--- config.mk ---
export PLATFORM = sky130hd
export DESIGN_NAME = imm_encoder
export DESIGN_NICKNAME = d
export VERILOG_FILES = /design/src/rtl/imm_encoder.sv
export SDC_FILE = /design/constraint.sdc
export NUM_CORES = 1
export LEC_CHECK = 0
export ABC_AREA = 1
export BUFFER_PORTS_ARGS = -buffer_cell sky130_fd_sc_hd__buf_2
export CORE_MARGIN = 5
export CORE_UTILIZATION = 30
export DETAILED_ROUTE_END_ITERATION = 10
export SLEW_MARGIN = 20
export SYNTH_ARGS = -nofsm -noshare
export SYNTH_HDL_FRONTEND = slang
export SYNTH_SLANG_ARGS = --single-unit
--- constraint.sdc ---
create_clock -name clk -period 1.8 [get_ports clk]
set_clock_uncertainty 0.1 [all_clocks]
set_input_delay 0.09 -clock clk [delete_from_list [all_inputs] [get_ports clk]]
set_output_delay 0.09 -clock clk [all_outputs]
set_load 0.02 [all_outputs]
--- src/rtl/imm_encoder.sv ---
// imm_encoder: turns a 16-bit constant into the smallest immediate field
// (value, ZEXT, IMM_BITS) that the decode-stage extender expands back to the
// same constant. A constant that fits no field becomes an LBI/SLBI beat pair.
// Input and output use valid/ready handshakes, with a one-entry registered output.
module imm_encoder #(
    parameter bit EN_ZEXT  = 1'b1,  // allow zero-extended single-beat encodings
    parameter bit EN_IMM11 = 1'b1   // allow the 11-bit field
) (
    input  logic        clk,
    input  logic        rst,
    input  logic        in_valid,
    output logic        in_ready,
    input  logic [15:0] in_value,
    output logic        out_valid,
    input  logic        out_ready,
    output logic [10:0] out_imm,
    output logic        out_zext,
    output logic [1:0]  out_imm_bits,
    output logic        out_last,
    output logic        out_split,
    output logic [7:0]  split_cnt
);

    // IDLE: output empty. ONE: single-beat result on the output.
    // HI: LBI beat on the output, SLBI pending. LO: SLBI beat on the output.
    typedef enum logic [1:0] {
        IDLE = 2'b00,
        ONE  = 2'b01,
        HI   = 2'b10,
        LO   = 2'b11
    } state_t;

    localparam logic [1:0] BITS_5  = 2'b00;
    localparam logic [1:0] BITS_8  = 2'b01;
    localparam logic [1:0] BITS_11 = 2'b10;

    state_t      state;
    state_t      state_next;
    logic        in_fire;
    logic        out_fire;
    logic        load_enc;
    logic        load_lo;
    logic [7:0]  lo_byte;

    // Result of the format search for the value currently on in_value.
    logic        fit_s5, fit_z5, fit_s8, fit_z8, fit_s11, fit_z11;
    logic        enc_fit;
    logic [10:0] enc_imm;
    logic        enc_zext;
    logic [1:0]  enc_bits;

    assign out_fire = out_valid & out_ready;
    // A new constant may enter when the output is empty, or when the last beat
    // of the current constant leaves in this same cycle (full throughput).
    assign in_ready = (state == IDLE) | (out_fire & out_last);
    assign in_fire  = in_valid & in_ready;
    assign out_valid = (state != IDLE);

    // A sign-extended N-bit field holds the value when bits [15:N-1] are all
    // copies of the sign; a zero-extended one when bits [15:N] are all zero.
    assign fit_s5  = (&in_value[15:4])  | ~(|in_value[15:4]);
    assign fit_z5  = ~(|in_value[15:5]);
    assign fit_s8  = (&in_value[15:7])  | ~(|in_value[15:7]);
    assign fit_z8  = ~(|in_value[15:8]);
    assign fit_s11 = (&in_value[15:10]) | ~(|in_value[15:10]);
    assign fit_z11 = ~(|in_value[15:11]);

    // Format search: first fit wins, smallest field first, sext before zext.
    always_comb begin
        // NOTE: every signal written here gets a default first, so no path
        // leaves it unassigned and no latch is inferred.
        enc_fit  = 1'b0;
        enc_imm  = 11'd0;
        enc_zext = 1'b0;
        enc_bits = BITS_5;
        if (fit_s5) begin
            enc_fit = 1'b1;
            enc_imm = {6'd0, in_value[4:0]};
        end else if (EN_ZEXT && fit_z5) begin
            enc_fit  = 1'b1;
            enc_imm  = {6'd0, in_value[4:0]};
            enc_zext = 1'b1;
        end else if (fit_s8) begin
            enc_fit  = 1'b1;
            enc_imm  = {3'd0, in_value[7:0]};
            enc_bits = BITS_8;
        end else if (EN_ZEXT && fit_z8) begin
            enc_fit  = 1'b1;
            enc_imm  = {3'd0, in_value[7:0]};
            enc_zext = 1'b1;
            enc_bits = BITS_8;
        end else if (EN_IMM11 && fit_s11) begin
            enc_fit  = 1'b1;
            enc_imm  = in_value[10:0];
            enc_bits = BITS_11;
        end else if (EN_IMM11 && EN_ZEXT && fit_z11) begin
            enc_fit  = 1'b1;
            enc_imm  = in_value[10:0];
            enc_zext = 1'b1;
            enc_bits = BITS_11;
        end
    end

    // State register.
    always_ff @(posedge clk or posedge rst) begin
        // NOTE: sequential state is written with non-blocking assignments so
        // every register samples the pre-edge values of its neighbours.
        if (rst) begin
            state <= IDLE;
        end else begin
            state <= state_next;
        end
    end

    // Next-state logic and load strobes for the output register.
    always_comb begin
        state_next = state;
        load_enc   = 1'b0;
        load_lo    = 1'b0;
        case (state)
            IDLE: begin
                if (in_fire) begin
                    load_enc   = 1'b1;
                    state_next = enc_fit ? ONE : HI;
                end
            end
            ONE, LO: begin
                if (out_fire) begin
                    if (in_fire) begin
                        load_enc   = 1'b1;
                        state_next = enc_fit ? ONE : HI;
                    end else begin
                        state_next = IDLE;
                    end
                end
            end
            HI: begin
                if (out_fire) begin
                    load_lo    = 1'b1;
                    state_next = LO;
                end
            end
            default: begin
                state_next = IDLE;
            end
        endcase
    end

    // Output register: loads a new encoding or the pending SLBI beat, and
    // otherwise holds so the beat stays stable while the consumer stalls.
    always_ff @(posedge clk or posedge rst) begin
        if (rst) begin
            out_imm      <= 11'd0;
            out_zext     <= 1'b0;
            out_imm_bits <= BITS_5;
            out_last     <= 1'b0;
            out_split    <= 1'b0;
            lo_byte      <= 8'd0;
        end else if (load_enc) begin
            if (enc_fit) begin
                out_imm      <= enc_imm;
                out_zext     <= enc_zext;
                out_imm_bits <= enc_bits;
                out_last     <= 1'b1;
                out_split    <= 1'b0;
            end else begin
                // LBI carries the sign-extended high byte; the low byte waits
                // for the SLBI beat, whose zero extension is implied by opcode.
                out_imm      <= {3'd0, in_value[15:8]};
                out_zext     <= 1'b0;
                out_imm_bits <= BITS_8;
                out_last     <= 1'b0;
                out_split    <= 1'b1;
                lo_byte      <= in_value[7:0];
            end
        end else if (load_lo) begin
            out_imm      <= {3'd0, lo_byte};
            out_zext     <= 1'b1;
            out_imm_bits <= BITS_8;
            out_last     <= 1'b1;
            out_split    <= 1'b1;
        end
    end

    // Saturating count of accepted constants that needed the split path.
    always_ff @(posedge clk or posedge rst) begin
        if (rst) begin
            split_cnt <= 8'd0;
        end else if (in_fire && !enc_fit && (split_cnt != 8'hFF)) begin
            split_cnt <= split_cnt + 8'd1;
        end
    end

endmodule

==> results by group, run 1 <==
Placed design
  • Pre-CTS setup slack: 0.149 ns
  • Global placement routability congestion: 0.811
  • HPWL after DPL: 3650 microns
  • Port Buf Inserts: 45

Clock tree
  • CTS tree: done
  • Clock Latency Late Sink: 0.28 ns
  • Num Clock Sinks: 34
  • Post-CTS setup buffers: 0
  • Library cell used as clock root buffer: sky130_fd_sc_hd__clkbuf_8
  • Clock slew at reported path FFs: 0.06 ns
  • Count of H-tree levels built during CTS: 2
  • Clock buffer count from CTS: 5
  • Largest buffer count on any clock path: 2

Logic synthesis
  • Sequential element share of the synthesized area: 45.5%
  • Dominant cells by area after synthesis: sky130_fd_sc_hd__dfrtp_1 46%, sky130_fd_sc_hd__nand2_1 17%, sky130_fd_sc_hd__inv_1 5.6%
  • Synth unique cells: 28
  • Synth Area in Compound Gates: 8.57%
  • Area of the mapped netlist: 1870 sq um
  • Yosys reg bits: 34
  • Library cell with the highest instance count after synthesis: sky130_fd_sc_hd__nand2_1
  • Commonest register cell after synthesis: sky130_fd_sc_hd__dfrtp_1
  • Mean instance size in the synthesized netlist: 7.51 sq um
  • Area share of fa/ha/maj cells after synthesis: 0.669%
  • Yosys synthesis warning count: 0
  • Fraction of the mapped netlist area in simple logic gates: 33.8%
  • Proportion of register bits with asynchronous set or reset after synthesis: 100%
  • Number of cells produced by synthesis: 249
  • Largest family of logic cells by synthesized area: simple AND/OR/NAND/NOR gates
  • Leading post-synthesis cells by instance count: 83 x sky130_fd_sc_hd__nand2_1, 34 x sky130_fd_sc_hd__dfrtp_1, 28 x sky130_fd_sc_hd__inv_1, 21 x sky130_fd_sc_hd__nand3_1, 20 x sky130_fd_sc_hd__nor2_1
  • Synthesized netlist net count: 270
  • Dominant cell type by area after synthesis: sky130_fd_sc_hd__dfrtp_1
  • Area share of the largest cell type after synthesis: 45.5%
  • Number of enable-type register cells in the synthesized netlist: 0
  • Xor-xnor portion of the synthesized cell area: 2.81%
  • Proportion of synthesized area in mux cells: 0.602%

Detailed routing
  • Average routed wire per standard cell: 12.3 microns
  • Final Routed Wirelength: 4720 microns
  • Via-to-Cell Ratio: 4.55
  • Count of TritonRoute iterations in the first routing pass: 6
  • DRC violation count after routing: 0
  • Via count of the routed design: 1750
  • DRC marker count from the first detailed-route iteration: 94
  • Post-route antenna net violation count: 0

Cells and area
  • Area overhead of the layout relative to synthesis: 26.3%
  • Fraction of layout cells with a size suffix above 1: 25.8%
  • Number of nets in the layout: 331
  • Total inserted antenna cells: 0

Worst setup path
  • Kind of end point of the critical path: flop
  • Data arrival time of the critical path: 1.66 ns
  • Startpoint type of the worst setup path: flop
  • Worst path required time: 1.86 ns
  • Class of the most critical setup path: reg2reg
  • Peak fanout along the critical path: 8

STA
  • Actual transition at the worst max-transition pin: 0.445 ns
  • Final min period: 1.60 ns
  • Number of pins with negative max-slew slack in the final report: 0
  • Achievable Freq: 624 MHz
  • Accumulated negative setup slack: 0 ns
  • Number of failing setup endpoints in the final timing report: 0
  • Relative max-transition margin: 70.3%
  • Number of failing hold endpoints at the final stage: 0
  • Final worst-path setup slack: 0.196 ns
  • RSZ-0062 raised after global routing: no
  • Final period util: 89.1%
  • Minimum hold slack: 0.0308 ns

Die
  • Die area: 7910 sq um
  • Top-level I/O count: 46
  • Width of the die: 88.9 microns
  • Starting density of the core: 31.2%
  • Core area: 5990 sq um
  • Vertical die dimension: 88.9 microns
  • Count of standard-cell rows: 28

Pwr
  • Maximum vdd drop: 0.000538 V
  • Static Leak: 1.24 nW
  • Power per Cell Area: 1420 nW/um^2

Global routing
  • Via count of the first global-routing pass: 1710
  • Antenna violations before repair: 0
  • Total routing usage reported by global routing: 12.8%
  • Sum of overflow across all layers after global routing: 0
  • Global-route wire length before repair: 7930 microns
  • Maximum number of pins on one net before global-route repair: 35

Run status
  • Status: finished clean

Flow run
  • Max-cap violation count: 0

Min path
  • Hold/Removal Path Class: in2reg
==> final cells by class <==
cell class	instances	area (sq um)
Sequential cell	34	851
Multi-Input combinational cell	178	877
Fill cell	638	3630
Tap cell	75	93.8
Inverter	34	130
Clock buffer	7	76.3
Timing Repair Buffer	57	333
==> worst max-delay path, cell delays in order, from the launching register on <==
cell	delay [ns]
sky130_fd_sc_hd__dfrtp_1	0.40
sky130_fd_sc_hd__ha_1	0.23
sky130_fd_sc_hd__nand4_1	0.17
sky130_fd_sc_hd__nor3_2	0.24
sky130_fd_sc_hd__nor2_1	0.08
sky130_fd_sc_hd__nand2_2	0.15
sky130_fd_sc_hd__o21ai_0	0.10
==> report_power, final <==
group	total [mW]	internal [mW]	switching, mW
sequential	1.26	1.07	0.193
clock	0.512	0.266	0.246
combinational	1.59	0.581	1.00
total	3.36	1.91	1.44
==> state kept, by name, indices dropped and copies added, names as in the netlist, named ones only <==
name,cells
out_imm_bits,2
split_cnt,8
out_last,1
lo_byte,8
out_imm,11
state,1
out_zext,1
out_split,1
==> placed cells by master (no fill, tap or decap), types with 5 or more instances in the layout <==
cell type,count
sky130_fd_sc_hd__dlygate4sd3_1,7
sky130_fd_sc_hd__o21ai_0,19
sky130_fd_sc_hd__inv_2,5
sky130_fd_sc_hd__nand2_1,82
sky130_fd_sc_hd__nand2_2,6
sky130_fd_sc_hd__clkbuf_8,5
sky130_fd_sc_hd__dfrtp_1,34
sky130_fd_sc_hd__nand3_1,21
sky130_fd_sc_hd__nor2_1,20
sky130_fd_sc_hd__inv_1,28
sky130_fd_sc_hd__buf_4,5
sky130_fd_sc_hd__buf_2,45
==> path summary, 6_finish.rpt <==
check / end / depth (start not counted) / start / slack (ns)
setup / recovery: split_cnt[2] / 6 / split_cnt[0] / 0.20
hold / removal: out_imm[9] / 3 / in_value[9] / 0.03
setup reg to reg: split_cnt[2] / 6 / split_cnt[0] / 0.20
hold reg to reg: lo_byte[4] / 2 / lo_byte[4] / 0.38
max in group asynchronous: out_imm[8] / 4 / rst / 0.93
min in group asynchronous: split_cnt[6] / 4 / rst / 0.35
==> metrics by stage <==
step	total power, mW	std cells	util, %	cell area [sq um]
floorplan	2.34	249	-	1870
global placement	2.83	371	36.8	2210
detailed placement	2.87	371	36.8	2210
CTS	3.40	385	39.3	2350
global route	3.67	385	39.4	2360
finish	3.36	385	39.4	2360
==> routing by layer <==
metal | vias up | global-route usage, % | share of wire, % | wire, microns
met2 | 37 | 21.5 | 47 | 2210
li1 | 901 | - | - | -
met5 | - | 0 | 0 | 0
met3 | 6 | 1.84 | 4.6 | 217
met4 | 0 | 4.47 | 1.5 | 72
met1 | 806 | 16.8 | 47 | 2220
==> cells by family after synthesis <==
kind of cell / count (synthesis)
fa+ha+maj: 1
mux: 1
buf+inv: 37
compound gates: 27
simple gates: 143
flops: 34
xor+xnor: 6
==> repair_timing <==
item | 4_1_cts | 5_1_grt
resized for setup | 0 | 2
hold buffers | 7 | 0
endpoints found under the setup margin | 0 | 2
endpoints found under the hold margin | 40 | 0
Note: power is estimated with default switching activity, not from simulation.
==> inputs of run 2 (changes only) <==
CORE_UTILIZATION = 25   (was 30)
TNS_END_PERCENT = 50   (was unset)
==> run 2 against run 1 <==
Effect of this change:
- via count is 1.7% lower
- fmax is 2.9% lower
- first-iteration DRC count is 20% lower
- clock power is 15% higher
- combinational power hardly changed
- hold slack worse by 0.0066 ns
- global-route usage is 1.6 points lower
- utilization is 6.3 points lower
- routed wire length is 3.3% higher
- sequential power hardly changed
- flip-flop and latch count stayed put
- critical endpoint is now out_imm[6]
- highest routed layer unchanged
==> results by group, run 2 (same netlist as run 1, synthesis figures left out) <==
Detailed routing
  • Via-to-Cell Ratio: 4.21
  • Final Routed Wirelength: 4870 microns
  • Post-route antenna net violation count: 0
  • DRC violation count after routing: 0
  • Via count of the routed design: 1720
  • DRC marker count from the first detailed-route iteration: 75
  • Average routed wire per standard cell: 11.9 microns
  • Count of TritonRoute iterations in the first routing pass: 4

STA
  • Accumulated negative setup slack: 0 ns
  • Final period util: 91.7%
  • Final min period: 1.65 ns
  • Achievable Freq: 606 MHz
  • Relative max-transition margin: 70.3%
  • Number of pins with negative max-slew slack in the final report: 0
  • Number of failing hold endpoints at the final stage: 0
  • Actual transition at the worst max-transition pin: 0.445 ns
  • Number of failing setup endpoints in the final timing report: 0
  • Final worst-path setup slack: 0.149 ns
  • RSZ-0062 raised after global routing: no

Placed design
  • Pre-CTS setup slack: 0.0964 ns
  • Global placement routability congestion: 0.815
  • HPWL after DPL: 3740 microns
  • Port Buf Inserts: 45
  • Area after detailed placement: 2230 sq um
  • Placed instance count: 394

Global routing
  • Sum of overflow across all layers after global routing: 0
  • M1 GR Usage: 15.5%
  • Maximum number of pins on one net before global-route repair: 35
  • Antenna violations before repair: 0
  • Global-route wire length before repair: 8110 microns
  • Met3 track demand over resource in global routing: 3.25%
  • Total routing usage reported by global routing: 11.2%
  • Met2 Usage GRT: 17.5%
  • Global route hottest layer: met2
  • Via count of the first global-routing pass: 1670

Worst setup path
  • Kind of end point of the critical path: flop
  • Maximum single-stage delay on the critical path: 0.53 ns
  • Cell with the largest stage delay on the worst path: sky130_fd_sc_hd__dlygate4sd3_1
  • Worst Reg2Reg Path Length in Cells: 10
  • Startpoint type of the worst setup path: input pin
  • Worst setup path endpoint: out_imm[6]
  • Total number of cells along the worst setup path: 11
  • Launching element of the worst setup path: out_ready
  • Peak fanout along the critical path: 12
  • Critical path buffers and inverters: 4
  • Crit Reg-Reg Startpoint: state[0]
  • CP top delay family: simple AND/OR/NAND/NOR gates
  • Crit-path cells: dlygate4sd3_1 > buf_2 > nand2_1 > nand2_2 > nand3_2 > nand2_4 > inv_2 > nand2_2 > or2_2 > nand2_1 > inv_1
  • Crit Reg-Reg Endpoint: out_imm[6]
  • Internal reg-to-reg setup slack: 0.20 ns
  • Data arrival time of the critical path: 1.73 ns
  • Worst path required time: 1.88 ns
  • Class of the most critical setup path: in2reg

Run status
  • Status: finished clean

Cells and area
  • Number of nets in the layout: 330
  • Regs by FF count: out_imm: 11 flops, lo_byte: 8 flops, split_cnt: 8 flops
  • Flip-flop count of the largest register, all copies and words added: 11
  • Leading cell types in the layout, fill and taps excluded: 82 x sky130_fd_sc_hd__nand2_1, 45 x sky130_fd_sc_hd__buf_2, 34 x sky130_fd_sc_hd__dfrtp_1
  • Area overhead of the layout relative to synthesis: 28.5%
  • Fraction of layout cells with a size suffix above 1: 26.5%
  • Total inserted antenna cells: 0
  • Post-layout instance count excluding filler cells: 409
  • Final design utilization: 33.1%
  • Non-Filler Cell Area, Final: 2400 sq um
  • Register containing the most flip-flops in the final layout: out_imm
  • Leading cell type in the layout, fill and taps excluded: sky130_fd_sc_hd__nand2_1

Clock tree
  • Clock Latency Late Sink: 0.28 ns
  • CTS tree: done
  • Largest buffer count on any clock path: 2
  • Post-CTS setup buffers: 0
  • Num Clock Sinks: 34
  • Clock buffer count from CTS: 5
  • Count of H-tree levels built during CTS: 2
  • Library cell used as clock root buffer: sky130_fd_sc_hd__clkbuf_8
  • Clock slew at reported path FFs: 0.07 ns

Min path
  • Number of instances on the worst hold path: 3
  • Hold/Removal Path Class: in2reg
  • Min-Delay Startpoint: in_value[9]

Die
  • Count of standard-cell rows: 31
  • Die area: 9310 sq um
  • Vertical die dimension: 96.5 microns
  • Starting density of the core: 25.8%
  • Top-level I/O count: 46
  • Width of the die: 96.5 microns
  • Core area: 7250 sq um

Flow run
  • Max-cap violation count: 0

Pwr
  • Maximum vdd drop: 0.000468 V
  • Static Leak: 1.24 nW
  • Power per Cell Area: 1430 nW/um^2
## run 2: cell types whose count changed in the layout (fill, tap and decap cells not counted)
| cell | delta |
|---|---|
| sky130_fd_sc_hd__clkbuf_1 | -2 |
| sky130_fd_sc_hd__clkbuf_8 | +1 |
| sky130_fd_sc_hd__clkinvlp_4 | +1 |
| sky130_fd_sc_hd__clkinv_2 | +1 |
| sky130_fd_sc_hd__buf_4 | -1 |
## run 2: power by group
part           internal [mW]  switching (mW)  total [mW]  leakage (nW)
registers               1.07           0.202        1.27         0.419
logic                  0.565            1.01        1.57         0.777
clock network          0.307           0.284       0.591        0.0472
## run 2: layer usage
layer  wire, microns  up-vias  share of wire, %
met3             267        4               5.5
met5               0        -                 0
met2            2180       36                45
met4              30        0              0.62
met1            2390      772                49
li1                -      908                 -
## run 2: worst min path at each step
stage,to,slack (ns)
after floorplan,state[0],0.09
after global placement,split_cnt[1],0.12
after detailed placement,split_cnt[2],0.12
after CTS,out_imm[9],0.01
after global routing,out_imm[9],0.04
final,out_imm[9],0.02
## run 2: timing repair
action,4_1_cts,5_1_grt
hold endpoints to repair,40,0
setup endpoints to repair,0,8
resized for setup,0,2
hold buffers,7,0
## run 2: stage by stage
| step | hold WS (ns) | power [mW] |
|---|---|---|
| floorplan | 0.0890 | 2.34 |
| global placement | 0.117 | 2.82 |
| detailed placement | 0.124 | 2.85 |
| CTS | 0.0148 | 3.47 |
| global route | 0.0412 | 3.73 |
| finish | 0.0242 | 3.43 |
## run 2: worst min-delay path: stages
cell	delay [ns]
sky130_fd_sc_hd__buf_2	0.13
sky130_fd_sc_hd__inv_1	0.09
sky130_fd_sc_hd__o21ai_2	0.06
## run 2: layout make-up
cell class / count / area [sq um]
Tap cell: 99 / 124
Multi-Input combinational cell: 178 / 877
Clock inverter: 2 / 12.5
Clock buffer: 6 / 82.6
Sequential cell: 34 / 851
Fill cell: 790 / 4850
Inverter: 34 / 130
Timing Repair Buffer: 56 / 325
==> inputs of run 3 (changes only) <==
CELL_PAD_IN_SITES_DETAIL_PLACEMENT = 2   (was unset)
CELL_PAD_IN_SITES_GLOBAL_PLACEMENT = 2   (was unset)
PLACE_DENSITY_LB_ADDON = 0.1   (was unset)
==> run 3 against run 2 <==
Effect of this change:
- hold slack gained 0.020 ns
- first-iteration DRC count shrank 40%
- total power grew 0.36%
- cell area fell by 0.42%
- largest cell class unchanged
==> results by group, run 3 (same netlist as run 1, synthesis figures left out) <==
Cells and area
  • Number of nets in the layout: 332
  • Flip-flop count of the largest register, all copies and words added: 11
  • Area overhead of the layout relative to synthesis: 28.0%
  • Leading cell types in the layout, fill and taps excluded: 82 x sky130_fd_sc_hd__nand2_1, 45 x sky130_fd_sc_hd__buf_2, 34 x sky130_fd_sc_hd__dfrtp_1
  • Register containing the most flip-flops in the final layout: out_imm
  • Regs by FF count: out_imm: 11 flops, lo_byte: 8 flops, split_cnt: 8 flops
  • Total inserted antenna cells: 0
  • Post-layout instance count excluding filler cells: 410
  • Final design utilization: 33.0%
  • Fraction of layout cells with a size suffix above 1: 26.0%
  • Leading cell type in the layout, fill and taps excluded: sky130_fd_sc_hd__nand2_1

Worst setup path
  • Worst path required time: 1.87 ns
  • Class of the most critical setup path: in2reg
  • Data arrival time of the critical path: 1.70 ns
  • Crit Reg-Reg Endpoint: split_cnt[7]
  • Most common cell type on the critical path: sky130_fd_sc_hd__nand2_2
  • Worst setup path endpoint: out_imm[4]
  • Peak fanout along the critical path: 10
  • Internal reg-to-reg setup slack: 0.17 ns
  • CP top delay family: buffers and inverters
  • Crit Reg-Reg Startpoint: split_cnt[0]
  • Kind of end point of the critical path: flop
  • Crit-path cells: dlygate4sd3_1 > buf_2 > nand2_1 > nand2_2 > nand3_2 > nand2_4 > inv_2 > nand2_2 > buf_4 > o21ai_0 > inv_1
  • Worst Reg2Reg Path Length in Cells: 7
  • Startpoint type of the worst setup path: input pin
  • Maximum single-stage delay on the critical path: 0.53 ns
  • Total number of cells along the worst setup path: 11
  • Cell with the largest stage delay on the worst path: sky130_fd_sc_hd__dlygate4sd3_1
  • Critical path buffers and inverters: 5
  • Launching element of the worst setup path: out_ready

Detailed routing
  • Met1 Routed Length: 2870 microns
  • Via count of the routed design: 1815
  • Via-to-Cell Ratio: 4.43
  • Count of TritonRoute iterations in the first routing pass: 4
  • DRC marker count from the first detailed-route iteration: 45
  • Final Routed Wirelength: 6210 microns
  • Routed length on met3: 221 microns
  • DRC violation count after routing: 0
  • DR WL met2: 3080 microns
  • Average routed wire per standard cell: 15.1 microns
  • Top routing layer in use: met4
  • Post-route antenna net violation count: 0

STA
  • RSZ-0062 raised after global routing: no
  • Actual transition at the worst max-transition pin: 0.457 ns
  • Final min period: 1.64 ns
  • Relative max-transition margin: 69.5%
  • Final period util: 91.0%
  • Number of failing hold endpoints at the final stage: 0
  • Accumulated negative setup slack: 0 ns
  • Number of pins with negative max-slew slack in the final report: 0
  • Achievable Freq: 610 MHz
  • Number of failing setup endpoints in the final timing report: 0

Placed design
  • Placed instance count: 396
  • Global placement routability congestion: 0.761
  • HPWL after DPL: 4870 microns
  • Port Buf Inserts: 45

Clock tree
  • Count of H-tree levels built during CTS: 2
  • Post-CTS setup buffers: 0
  • CTS tree: done
  • Clock buffer count from CTS: 5
  • Library cell used as clock root buffer: sky130_fd_sc_hd__clkbuf_8
  • Clock Latency Late Sink: 0.28 ns
  • Clock slew at reported path FFs: 0.07 ns
  • Num Clock Sinks: 34
  • Largest buffer count on any clock path: 2

Die
  • Die area: 9310 sq um
  • Core area: 7250 sq um
  • Top-level I/O count: 46
  • Count of standard-cell rows: 31
  • Starting density of the core: 25.8%
  • Vertical die dimension: 96.5 microns
  • Width of the die: 96.5 microns

Pwr
  • Power per Cell Area: 1440 nW/um^2
  • Static Leak: 1.24 nW
  • Maximum vdd drop: 0.000542 V

Run status
  • Status: finished clean

Global routing
  • Via count of the first global-routing pass: 2000
  • Total routing usage reported by global routing: 14.6%
  • Antenna violations before repair: 0
  • Maximum number of pins on one net before global-route repair: 35
  • Sum of overflow across all layers after global routing: 0
  • Global-route wire length before repair: 10300 microns

Flow run
  • Max-cap violation count: 0

Min path
  • Hold/Removal Path Class: in2reg
run 3: cell count changes in the layout (fill, tap and decap cells not counted):
cell and change:
sky130_fd_sc_hd__buf_4 +2, sky130_fd_sc_hd__clkbuf_8 -1, sky130_fd_sc_hd__clkbuf_1 +2, sky130_fd_sc_hd__clkinvlp_4 -1, sky130_fd_sc_hd__clkinv_2 -1, sky130_fd_sc_hd__nor3_2 +1
sky130_fd_sc_hd__nor3_4 -1
run 3: routing by layer:
| layer | up-vias | GRT usage, % |
|---|---|---|
| met4 | 0 | 2.45 |
| met2 | 27 | 25.2 |
| li1 | 907 | - |
| met1 | 879 | 19.0 |
| met5 | - | 0 |
| met3 | 2 | 3.25 |
run 3: worst register-to-register path, delay by kind of cell, from the launching register on:
kind / cells / cell delay (ns)
DFF: 1 / 0.42
and+or+nand+nor: 4 / 0.54
buffers and inverters: 1 / 0.16
AOI/OAI and AO/OA: 1 / 0.07
adders and majority gates: 1 / 0.23
run 3: timing repair:
action | 4_1_cts | 5_1_grt
hold buffers | 7 | 0
hold endpoints to repair | 40 | 0
gates resized for setup | 0 | 1
setup endpoints to repair | 0 | 4
run 3: power breakdown:
group	switching [mW]	leakage, nW	total, mW	internal, mW
Clock	0.268	0.0383	0.534	0.267
Sequential	0.204	0.419	1.27	1.07
Combinational	1.05	0.786	1.64	0.585
run 3: worst min path at each step:
stage                             from           to  slack [ns]  cells past startpoint
final                      in_value[9]   out_imm[9]        0.04                      3
after global routing      in_value[10]  out_imm[10]        0.06                      3
after CTS                  in_value[9]   out_imm[9]        0.06                      3
after detailed placement           rst   out_imm[1]        0.16                      3
after global placement             rst     out_last        0.13                      3
after floorplan              out_ready     state[0]        0.09                      1
run 3: stage by stage:
step,instance area [sq um],setup slack (ns),hold WS (ns),power [mW]
6_report,2390,0.162,0.0444,3.44
5_1_grt,2390,0.0129,0.0627,3.79
4_1_cts,2390,0.0552,0.0569,3.54
3_5_place_dp,2240,0.123,0.156,2.96
3_3_place_gp,2240,0.197,0.127,2.91
2_1_floorplan,1870,0.212,0.0890,2.34
run 3: area by class of cell:
type                            count  area (sq um)
Timing Repair Buffer               58           340
Sequential cell                    34           851
Clock buffer                        7          76.3
Multi-Input combinational cell    178           871
Fill cell                         883          4860
Tap cell                           99           124
Inverter                           34           130
